[config.mk]
export PLATFORM = sky130hd
export DESIGN_NAME = ws2812_led_driver
export DESIGN_NICKNAME = d
export VERILOG_FILES = /design/src/rtl/ws2812_led_driver.sv
export SDC_FILE = /design/constraint.sdc
export NUM_CORES = 1
export LEC_CHECK = 0
export ABC_AREA = 1
export CAP_MARGIN = 20
export CORE_MARGIN = 8
export CORE_UTILIZATION = 58
export CTS_BUF_LIST = sky130_fd_sc_hd__clkbuf_2
export DETAILED_ROUTE_END_ITERATION = 10
export PLACE_DENSITY_LB_ADDON = 0.3
export REMOVE_ABC_BUFFERS = 1
export SYNTH_ARGS = -nofsm -noshare
export SYNTH_HDL_FRONTEND = slang
export SYNTH_SLANG_ARGS = --single-unit
[constraint.sdc]
create_clock -name clk -period 2.2 [get_ports clk]
set_clock_uncertainty 0.1 [all_clocks]
set_input_delay 0.55 -clock clk [delete_from_list [all_inputs] [get_ports clk]]
set_output_delay 0.55 -clock clk [all_outputs]
set_load 0.005 [all_outputs]
[src/rtl/ws2812_led_driver.sv]
// WS2812 LED chain driver: a colour buffer written by the harness, serialised as {G,R,B} MSB-first frames.
// Optional WS2812_WRITE_TRIGGER_EN: send frames only after a buffer write instead of continuously.
module ws2812_led_driver #(
   parameter int NUM_LEDS = 8,
   parameter int T0H      = 14,
   parameter int T1H      = 28,
   parameter int T_BIT    = 50,
   parameter int T_LATCH  = 2000
) (
   input  logic        clk,
   input  logic        reset,
   input  logic [7:0]  led_num,
   input  logic [23:0] rgb_data,
   input  logic        write,
   output logic        data,
   output logic        busy
);

   localparam int IW = (NUM_LEDS > 1) ? $clog2(NUM_LEDS) : 1;
   localparam int CW = $clog2(T_BIT);
   localparam int LW = (T_LATCH > 1) ? $clog2(T_LATCH) : 1;

   typedef enum logic [1:0] {LATCH, LOAD, SEND} state_t;

   state_t         state;
   logic [23:0]    led_buf [NUM_LEDS];
   logic [IW-1:0]  idx;
   logic [4:0]     bit_cnt;
   logic [CW-1:0]  cyc_cnt;
   logic [LW-1:0]  latch_cnt;
   logic [23:0]    shift;
   logic [23:0]    load_word;
   logic [CW-1:0]  cyc_next;
   logic [CW-1:0]  high_len;
   logic           accept;
   logic           go;

   assign accept    = write && ({1'b0, led_num} < 9'(NUM_LEDS));
   assign load_word = led_buf[idx];
   assign cyc_next  = cyc_cnt + CW'(1);
   assign high_len  = shift[23] ? CW'(T1H) : CW'(T0H);

   always_ff @(posedge clk) begin
      if (reset) begin
         for (int i = 0; i < NUM_LEDS; i++) led_buf[i] <= '0;
      end else if (accept) begin
         led_buf[led_num[IW-1:0]] <= rgb_data;
      end
   end

`ifdef WS2812_WRITE_TRIGGER_EN
   logic dirty;

   // A write landing in the first LOAD cycle re-arms dirty, so it gets its own frame.
   always_ff @(posedge clk) begin
      if (reset) dirty <= 1'b0;
      else       dirty <= accept | (dirty & ~(state == LOAD && idx == '0));
   end

   assign go = dirty | accept;
`else
   assign go = 1'b1;
`endif

   always_ff @(posedge clk) begin
      if (reset) begin
         state     <= LATCH;
         idx       <= '0;
         bit_cnt   <= '0;
         cyc_cnt   <= '0;
         latch_cnt <= '0;
         shift     <= '0;
         data      <= 1'b0;
         busy      <= 1'b0;
      end else begin
         case (state)
            LATCH: begin
               data <= 1'b0;
               // Counter saturates at expiry until a frame is allowed to start.
               if (latch_cnt == LW'(T_LATCH - 1)) begin
                  if (go) begin
                     state     <= LOAD;
                     idx       <= '0;
                     latch_cnt <= '0;
                     busy      <= 1'b1;
                  end
               end else begin
                  latch_cnt <= latch_cnt + LW'(1);
               end
            end
            LOAD: begin
               shift   <= {load_word[15:8], load_word[23:16], load_word[7:0]};
               bit_cnt <= 5'd23;
               cyc_cnt <= '0;
               data    <= 1'b1;
               state   <= SEND;
            end
            SEND: begin
               if (cyc_cnt == CW'(T_BIT - 1)) begin
                  cyc_cnt <= '0;
                  if (bit_cnt == 5'd0) begin
                     data <= 1'b0;
                     if (idx == IW'(NUM_LEDS - 1)) begin
                        state <= LATCH;
                        busy  <= 1'b0;
                     end else begin
                        idx   <= idx + IW'(1);
                        state <= LOAD;
                     end
                  end else begin
                     bit_cnt <= bit_cnt - 5'd1;
                     shift   <= {shift[22:0], 1'b0};
                     data    <= 1'b1;
                  end
               end else begin
                  cyc_cnt <= cyc_next;
                  data    <= (cyc_next < high_len);
               end
            end
            default: begin
               state <= LATCH;
               data  <= 1'b0;
               busy  <= 1'b0;
            end
         endcase
      end
   end

endmodule
==> metrics.yaml <==
status: "finished, final reports clean"
rows: 51
hp-class: "reg -> reg"
slowest_stage: "dfxtp_2"
top_usage_layer: "met2"
wl_per_cell_um: 17.0
htree_levels: 2
die-area_sq_mm: 0.0245
cp-start-kind: "register"
fp.dieH_um: 156
grt_first_pass_wirelength_mm: 43.5
critPathArrivalTime_ps: 1400
cts_root_buffer: "clkbuf_2"
max_slew_margin: 0.516
dpl.hpwl_mm: 17.7
rsz0062_at_grt: "false"
final.setup.worst_slack_ps: 150
slew_viol_final: 0
critical-path-top-delay-family: "flip-flops"
gp_congestion: 0.847
nets: 1346
drv_cap: 0
layout_common_cells: "309 x nand2_1, 223 x nor2_1, 192 x edfxtp_1"
peakVddDrop_uv: 555
use_met3: 0.0505
track_usage: 0.227
syn_inst: 1228
insertion_delay_ps: 930
drtIter0Drc: 929
synth_area_sq_mm: 0.0114
cp-end-kind: "output port"
areaGrowthSynthToFinish_pct: 10.7
crit_path_max_fanout: 2
die_x_um: 156
tightest_slew_ps: 724
grt_pass1_vias: 8493
portBuffers: 36
worstPathCellList: "dlygate4sd2_1"
grt_max_degree: 97
ys_warn_count: 0
drt_pass1_iterations: 5
p_leak_nw: 5.27
layout_commonest_cell: "nand2_1"
clock_sinks: 248
p_per_area_mw_per_mm2: 925
crit_buf_inv: 1
crit_type: "reg -> out"
dp_slack_ps: -302
timing.hold.ws_ps: 366
grt_util_met2: 0.363
hold_viol: 0
start_util: 0.590
routed_via_density: 5.49
cts.clk_slew.worst_paths_ps: 100
drc_errors: 0
drive_gt1_frac: 0.126
min_period_over_period: 0.932
required_ps: 1550
cts_buffers: 60
cts_tree: "done"
clk_path_buf_depth: 3
max_stage_delay_ps: 330
dr_total_vias: 8836
antenna_left: 0
antenna_found_initial: 1
hold_buffers: 0
fin_crit_ps: 2050
grtUsageMet1: 0.296
core_sq_mm: 0.0194
ys_ff_latch: 248
seq_area_frac_synth: 0.602
grt_overflow: 0
routed_wl_mm: 27.4
ys_types: 41
max_freq_mhz: 488
setup_viol: 0
avgSynthCellArea_sq_um: 9.32
pin_count: 37
## logic make-up (layout without fill, tap and decap cells)
group,Yosys count,count (layout),share of synthesized area
AND/OR/NAND/NOR,717,717,0.267
flip-flops,248,248,0.602
buffers and inverters,128,244,0.0597
AO/OA/AOI/OAI,120,120,0.0560
adder cells (fa/ha/maj),12,12,0.0131
XOR/XNOR,3,3,0.00230
other,0,1,0
## state kept, by name, summed over array words and instances, names as in the netlist, named ones only
| signal | count |
|---|---|
| cyc_cnt | 6 |
| led_buf | 192 |
| latch_cnt | 11 |
| data | 1 |
| shift | 24 |
| busy | 1 |
| idx | 3 |
| bit_cnt | 5 |
| state | 2 |
## path summary, 6_finish.rpt
kind,startpoint,cells past startpoint,slack (ps),endpoint
worst min register to register,bit_cnt[0],1,370,bit_cnt[0]
worst min-delay path,bit_cnt[0],1,370,bit_cnt[0]
worst max-delay path,busy,1,150,busy
worst max register to register,state[0],6,220,shift[2]
## cell usage after synthesis
cell	count	area [sq um]
a21oi_1	73	365
a21oi_2	1	8.76
a22oi_1	1	7.51
a31oi_1	1	6.26
and2_1	1	6.26
buf_1	9	33.8
buf_2	12	60.1
buf_4	8	60.1
buf_6	21	236
clkbuf_1	18	67.6
clkinv_1	2	7.51
dfxtp_1	56	1120
edfxtp_1	192	5770
ha_1	12	150
inv_1	55	206
inv_2	3	11.3
nand2_1	309	1160
nand2_2	1	6.26
nand2_4	8	90.1
nand3_1	156	781
nand3_2	1	10.0
nand3b_1	1	7.51
nand4_1	5	31.3
nand4_2	1	12.5
nand4_4	1	21.3
nor2_1	223	837
nor2_2	2	12.5
nor2_4	4	45.0
nor2_8	1	20.0
nor3_1	1	5.00
nor3_2	1	10.0
o211ai_1	2	15.0
o21a_1	2	15.0
o21ai_0	31	155
o21ai_1	4	20.0
o21bai_1	2	15.0
o21bai_4	1	18.8
o22ai_1	1	6.26
o31ai_1	1	7.51
or2_2	1	6.26
xor2_1	3	26.3
## layout make-up
cell class                      instances  area, sq um
Timing Repair Buffer                   77          791
Inverter                               60          225
Antenna cell                            1         2.50
Sequential cell                       248         6890
Multi-Input combinational cell        852         3880
Fill cell                            1657         6720
Tap cell                              265          332
Clock buffer                           97          485
Clock inverter                         10         73.8
## routing by layer
metal / wire, um / part of all wire
met1: 11300 / 0.41
met4: 677 / 0.025
met2: 13000 / 0.47
met5: 0 / 0
met3: 2550 / 0.093
## repair_timing
action,in CTS,in global routing
setup buffers,0,0
setup endpoints to repair,2,0
resized for setup,3,0
## per-stage QoR
stage	instance area (sq um)	instances	utilization	setup TNS [ps]	total power, mW
3_5_place_dp	12100	1502	0.625	-70880	8.67
2_1_floorplan	11000	1160	-	-149020	7.60
3_3_place_gp	12100	1502	0.625	-70220	8.62
4_1_cts	12700	1609	0.653	0	11.8
6_report	12700	1610	0.654	0	11.7
5_1_grt	12700	1610	0.654	0	12.4
## power breakdown
group / switching [mW] / total [mW] / internal (mW)
Clock: 1.82 / 3.10 / 1.28
Sequential: 0.193 / 5.62 / 5.43
Combinational: 2.07 / 3.01 / 0.947
Note: power is estimated with default switching activity, not from simulation.
